[src/rtl/spi_pkg.sv]
// Shared definitions for the SPI host: FSM states, spi_mode field positions
// and the idle chip-select pattern.
package spi_pkg;

    typedef enum logic [2:0] {
        IDLE,
        SETUP,
        XFER,
        TRAIL,
        DONE
    } spi_state_t;

    localparam int CPOL_IDX = 0;
    localparam int CPHA_IDX = 1;

    // Wide enough for any chip-select count; users slice the low bits.
    localparam logic [31:0] CS_IDLE = '1;

endpackage

[src/rtl/spi_clk_gen.sv]
// SCLK divider: one tick every div+1 enabled cycles while running, plus
// leading/trailing edge strobes and the serial clock during XFER.
module spi_clk_gen #(
    parameter int DIV_W = 8
) (
    input  logic             clk,
    input  logic             sync_rst_n,
    input  logic             clk_en,
    input  logic             run,
    input  logic             xfer,
    input  logic             cpol,
    input  logic [DIV_W-1:0] div,
    output logic             tick,
    output logic             lead,
    output logic             trail,
    output logic             sclk
);

    logic [DIV_W-1:0] cnt_reg, cnt_next;
    logic             phase_reg, phase_next;

    assign tick  = clk_en && run && (cnt_reg == div);
    assign lead  = tick && xfer && !phase_reg;
    assign trail = tick && xfer && phase_reg;
    // Masking with xfer returns sclk to idle level the moment XFER is left.
    assign sclk  = cpol ^ (xfer && phase_reg);

    always_comb begin
        cnt_next   = cnt_reg;
        phase_next = phase_reg;
        if (!run || (cnt_reg == div)) begin
            cnt_next = '0;
        end else begin
            cnt_next = cnt_reg + 1'b1;
        end
        if (!xfer) begin
            phase_next = 1'b0;
        end else if (cnt_reg == div) begin
            phase_next = !phase_reg;
        end
    end

    always_ff @(posedge clk or negedge sync_rst_n) begin
        if (!sync_rst_n) begin
            cnt_reg   <= '0;
            phase_reg <= 1'b0;
        end else if (clk_en) begin
            cnt_reg   <= cnt_next;
            phase_reg <= phase_next;
        end
    end

endmodule

[src/rtl/spi_host.sv]
// SPI host controller: 1..DATA_WIDTH/8 byte MSB-first transfers in all four
// modes, programmable SCLK divider, one-cold chip selects and abort.
module spi_host
    import spi_pkg::*;
#(
    parameter int DATA_WIDTH = 64,
    parameter int PERI_CNT   = 4,
    parameter int DIV_W      = 8
) (
    input  logic                            clk,
    input  logic                            sync_rst_n,
    input  logic                            clk_en,
    input  logic                            start_valid,
    output logic                            start_ready,
    input  logic [1:0]                      spi_mode,
    input  logic [$clog2(DATA_WIDTH/8)-1:0] byte_sel,
    input  logic [DIV_W-1:0]                clk_div,
    input  logic [DATA_WIDTH-1:0]           tx_data,
    input  logic [$clog2(PERI_CNT)-1:0]     cs_sel,
    input  logic                            abort,
    input  logic                            poci,
    output logic                            sclk,
    output logic                            copi,
    output logic [PERI_CNT-1:0]             cs_n,
    output logic                            busy,
    output logic [$clog2(DATA_WIDTH):0]     bit_count,
    output logic                            done,
    output logic [DATA_WIDTH-1:0]           rx_data
);

    localparam int CNT_W = $clog2(DATA_WIDTH) + 1;
    localparam int CSW   = $clog2(PERI_CNT);

    spi_state_t            state_reg, state_next;
    logic [1:0]            mode_reg;
    logic [DIV_W-1:0]      div_reg;
    logic [CSW-1:0]        cs_sel_reg;
    logic [DATA_WIDTH:0]   tx_sh_reg;
    logic [DATA_WIDTH-1:0] rx_sh_reg;
    logic [DATA_WIDTH-1:0] rx_data_reg;
    logic [CNT_W-1:0]      bit_count_reg;

    logic                  accept, active, cpha;
    logic                  tick, lead, trail, sample_en, shift_en, last_edge;
    logic [CNT_W-1:0]      nbits;
    logic [DATA_WIDTH-1:0] tx_aligned;
    logic [PERI_CNT-1:0]   cs_hit;

    assign accept     = clk_en && start_valid && (state_reg == IDLE);
    assign active     = (state_reg == SETUP) || (state_reg == XFER) || (state_reg == TRAIL);
    assign cpha       = mode_reg[CPHA_IDX];
    assign nbits      = CNT_W'({byte_sel, 3'b000}) + CNT_W'(8);
    // Left-justify so bit 8n-1 sits at the top; bits above it fall off.
    assign tx_aligned = tx_data << (CNT_W'(DATA_WIDTH) - nbits);
    assign sample_en  = cpha ? trail : lead;
    assign shift_en   = cpha ? lead : trail;
    // The final SCLK edge is always a trailing one; in CPHA=1 it is also the last sample.
    assign last_edge  = trail && (bit_count_reg == (cpha ? CNT_W'(1) : CNT_W'(0)));

    spi_clk_gen #(
        .DIV_W (DIV_W)
    ) u_clk_gen (
        .clk        (clk),
        .sync_rst_n (sync_rst_n),
        .clk_en     (clk_en),
        .run        (active),
        .xfer       (state_reg == XFER),
        .cpol       (mode_reg[CPOL_IDX]),
        .div        (div_reg),
        .tick       (tick),
        .lead       (lead),
        .trail      (trail),
        .sclk       (sclk)
    );

    always_comb begin
        state_next = state_reg;
        case (state_reg)
            IDLE:    if (start_valid) state_next = SETUP;
            SETUP:   if (abort) state_next = IDLE; else if (tick) state_next = XFER;
            XFER:    if (abort) state_next = IDLE; else if (last_edge) state_next = TRAIL;
            TRAIL:   if (abort) state_next = IDLE; else if (tick) state_next = DONE;
            DONE:    state_next = IDLE;
            default: state_next = IDLE;
        endcase
    end

    always_ff @(posedge clk or negedge sync_rst_n) begin
        if (!sync_rst_n) begin
            state_reg     <= IDLE;
            mode_reg      <= '0;
            div_reg       <= '0;
            cs_sel_reg    <= '0;
            tx_sh_reg     <= '0;
            rx_sh_reg     <= '0;
            rx_data_reg   <= '0;
            bit_count_reg <= '0;
        end else if (clk_en) begin
            state_reg <= state_next;
            if (accept) begin
                mode_reg      <= spi_mode;
                div_reg       <= clk_div;
                cs_sel_reg    <= cs_sel;
                // CPHA=1 parks a pad bit on top so the first leading-edge shift presents the MSB.
                tx_sh_reg     <= spi_mode[CPHA_IDX] ? {1'b0, tx_aligned} : {tx_aligned, 1'b0};
                rx_sh_reg     <= '0;
                bit_count_reg <= nbits;
            end else begin
                if (shift_en) begin
                    tx_sh_reg <= {tx_sh_reg[DATA_WIDTH-1:0], 1'b0};
                end
                if (sample_en) begin
                    rx_sh_reg     <= {rx_sh_reg[DATA_WIDTH-2:0], poci};
                    bit_count_reg <= bit_count_reg - 1'b1;
                end
            end
            if ((state_reg == TRAIL) && (state_next == DONE)) begin
                rx_data_reg <= rx_sh_reg;
            end
        end
    end

    for (genvar gi = 0; gi < PERI_CNT; gi++) begin : g_cs
        assign cs_hit[gi] = (cs_sel_reg == CSW'(gi));
    end

    assign cs_n        = active ? (CS_IDLE[PERI_CNT-1:0] & ~cs_hit) : CS_IDLE[PERI_CNT-1:0];
    assign copi        = active && tx_sh_reg[DATA_WIDTH];
    assign busy        = (state_reg != IDLE);
    assign start_ready = (state_reg == IDLE);
    assign done        = clk_en && (state_reg == DONE);
    assign bit_count   = bit_count_reg;
    assign rx_data     = rx_data_reg;

endmodule

[config.mk]
export PLATFORM = sky130hd
export DESIGN_NAME = spi_host
export DESIGN_NICKNAME = d
export VERILOG_FILES = /design/src/rtl/spi_pkg.sv /design/src/rtl/spi_clk_gen.sv /design/src/rtl/spi_host.sv
export SDC_FILE = /design/constraint.sdc
export NUM_CORES = 1
export LEC_CHECK = 0
export CAP_MARGIN = 25
export CORE_ASPECT_RATIO = 1.75
export CORE_MARGIN = 1
export CORE_UTILIZATION = 50
export CTS_CLUSTER_SIZE = 30
export DETAILED_ROUTE_END_ITERATION = 10
export HOLD_SLACK_MARGIN = 0.15
export PLACE_DENSITY_LB_ADDON = 0.25
export SYNTH_ARGS = -nofsm -noshare
export SYNTH_HDL_FRONTEND = slang
export SYNTH_SLANG_ARGS = --single-unit
[constraint.sdc]
create_clock -name clk -period 5.85 [get_ports clk]
set_input_delay 1.4625 -clock clk [delete_from_list [all_inputs] [get_ports clk]]
set_output_delay 1.4625 -clock clk [all_outputs]
set_load 0.01 [all_outputs]
==> out/results.tsv <==
stage	metric	value	unit
status	status	finished, final reports clean	
detailed_routing	vias per cell	6.40	
synthesis	Area contributors post-synth	dfrtp_1 44%, mux2_2 8.6%, mux2i_1 6.8%	
floorplan	# IOs	165	
setup_path	crit path buf inv count	2	
power	LEAKAGE	6.55	nW
synthesis	post-synth top area share	0.440	
detailed_routing	antenna-violating nets left	0	
synthesis	post-synth cell types	64	
sta	final hold violation count	0	
setup_path	crit path capture type	primary output	
layout	# fillers	2099	
floorplan	row cnt	76	
place	Post-Place Setup Slack	1.15	ns
layout	ANT cells	0	
setup_path	worst path required time	4.39	ns
synthesis	leading area contributor after synthesis	dfrtp_1	
place	detailed placement HPWL	26200	um
layout	Area Growth Syn to Fin	19.7	%
layout	share of cells above drive strength 1	0.146	
sta	Hold WS	0.494	ns
sta	RSZ-0062 raised after global routing	false	
layout	Final Instance Area	15200	um^2
detailed_routing	drt first pass iters	5	
synthesis	Top FF cell, synth	dfrtp_1	
synthesis	FF+latch count, synth	224	
sta	Final Setup Violations	0	
sta	Setup TNS	0	ns
clocking	CTS buffer count	22	
synthesis	EDFF count, synth	0	
setup_path	critical path fanouts, max	12	
setup_path	most frequent CP cell	clkdlybuf4s50_1	
synthesis	Syn Inst Count	1255	
synthesis	Avg Cell Area, Syn	10.1	um^2
place	number of port buffers	164	
clocking	PostCTS Resize Cnt	0	
setup_path	CP max-delay cell	clkdlybuf4s50_1	
clocking	root buffer cell	clkbuf_16	
setup_path	startpoint types	input port	
synthesis	Post-Synthesis Cell Area	12700	um^2
clocking	CTS Buffer Depth	3	
sta	Tmin final	4.47	ns
global_route	GRT Util Overall	0.293	
global_route	first-pass GRT wire length	58600	um
synthesis	ys async rst share	1.00	
floorplan	Core Box Area	24800	um^2
place	gpl congestion	0.979	
global_route	vias in the first global route	10400	
run	max_cap viols	0	
setup_path	CP top delay family	buffers and inverters	
synthesis	total number of yosys warnings	0	
clocking	H-tree depth	1	
power	peak supply drop	0.235	mV
clocking	CTS tree	built	
setup_path	r2r setup slk	2.77	ns
layout	most common cell after layout, fill and taps aside	dfrtp_1	
sta	Slew @ Worst Pin	0.942	ns
detailed_routing	routed len/inst	22.5	um
place	placed inst area	14500	um^2
setup_path	critical path, cell by cell	clkdlybuf4s50_1, and3_1, clkdlybuf4s50_1	
layout	Largest register FFs	65	
floorplan	Die X	123	um
global_route	GRT Residual Overflow	0	
detailed_routing	via count	10700	
floorplan	chip height	213	um
layout	register area	5610	um^2
power	P per Cell Area	332	nW/um^2
clocking	Num Clock Sinks	224	
layout	multi-input logic area	6600	um^2
layout	Layout Nets	1434	
setup_path	worst endpoint data arrival time	3.01	ns
detailed_routing	DRC viols	0	
floorplan	starting density of the core	0.513	
synthesis	syn nets	1343	
detailed_routing	total wire length	37600	um
clocking	CTS Hold Buffers Added	0	
global_route	pin count of the biggest net entering global routing	228	
setup_path	Crit Path Category	in2out	
sta	Worst Slack Setup Final	1.38	ns
floorplan	Die ar.	26100	um^2
sta	Max Clk Rate	0.224	GHz
clocking	Worst-path clk slew	0.06	ns
hold_path	worst hold-check path type	reg2reg	
sta	slew margin rel.	0.367	
clocking	clock latency on the worst-skew pair	0.52	ns
detailed_routing	1st-iter DRT viols	866	
global_route	initial antenna violation count	0	
clocking	number of post-CTS setup repair buffers	0	
sta	Slew Viols, Final	0	
sta	Worst Skew	0.0146	ns
synthesis	Seq/Total Area, Yosys	0.440	
layout	commonest non-fill, non-tap cells in the layout	224 x dfrtp_1, 174 x nand2_1, 160 x clkdlybuf4s50_1	
sta	final period utilization	0.764	
setup_path	max incr delay on CP	0.72	ns
[cell families after synthesis]
| logic type | count (synthesis) | synth area share |
|---|---|---|
| multiplexers | 208 | 0.197 |
| buffers and inverters | 133 | 0.0440 |
| AO/OA/AOI/OAI | 385 | 0.204 |
| XOR/XNOR | 18 | 0.0124 |
| flip-flops | 224 | 0.440 |
| adder cells (fa/ha/maj) | 3 | 0.00295 |
| AND/OR/NAND/NOR | 284 | 0.0997 |
[path summary, 6_finish.rpt]
path | endpoint | startpoint | depth (start not counted)
setup / recovery | done | clk_en | 3
hold / removal | div_reg[1]$_DFFE_PN0P_ | div_reg[1]$_DFFE_PN0P_ | 2
setup reg to reg | bit_count[0]$_DFFE_PN0P_ | state_reg[0]$_DFFE_PN0P_ | 8
hold reg to reg | div_reg[1]$_DFFE_PN0P_ | div_reg[1]$_DFFE_PN0P_ | 2
max in group asynchronous | tx_sh_reg[42]$_DFFE_PN0P_ | sync_rst_n | 2
min in group asynchronous | tx_sh_reg[51]$_DFFE_PN0P_ | sync_rst_n | 1
[per-layer routing]
layer | part of all wire | track usage | up-vias | routed length, um
li1 | - | - | 4887 | -
met1 | 0.39 | 0.347 | 5341 | 14500
met2 | 0.51 | 0.505 | 381 | 19200
met3 | 0.040 | 0.0307 | 94 | 1510
met4 | 0.063 | 0.176 | 0 | 2350
met5 | 0 | 0 | - | 0
[cell type report]
cell class | count | share of cell area
sequential | 224 | 0.368
timing repair buffer | 188 | 0.121
tap | 312 | 0.0256
inverter | 12 | 0.00296
multi-input combinational | 898 | 0.433
clock buffer | 30 | 0.0428
clock inverter | 9 | 0.00624
[tightest hold or removal path, delay by kind of cell (launching register included)]
kind          cells  cell delay (ns)
simple gates      2             0.10
flops             1             0.36
[power breakdown]
group / switching [mW] / internal [mW]
Sequential: 0.241 / 1.87
Combinational: 0.873 / 0.622
Clock: 0.626 / 0.833
[cells in the mapped netlist (11+ instances only)]
cell	instances
mux2i_1	87
mux2_2	97
buf_1	11
a211oi_1	14
o221ai_1	17
o22ai_1	18
dfrtp_1	224
mux4_2	24
a31oi_1	28
inv_1	12
nor2_1	30
nand2_1	176
clkbuf_1	79
a21oi_1	50
nand4_1	13
xnor2_1	13
o21ai_0	104
o211ai_1	71
a22oi_1	15
buf_2	21
[per-stage QoR]
stage | power [mW] | instances | utilization
final | 5.06 | 1673 | 0.614
after global routing | 5.34 | 1673 | 0.614
after CTS | 5.09 | 1673 | 0.614
after detailed placement | 3.62 | 1634 | 0.584
after global placement | 3.58 | 1634 | 0.584
after floorplan | 3.07 | 1255 | -
(Power assumes the default switching activity.)
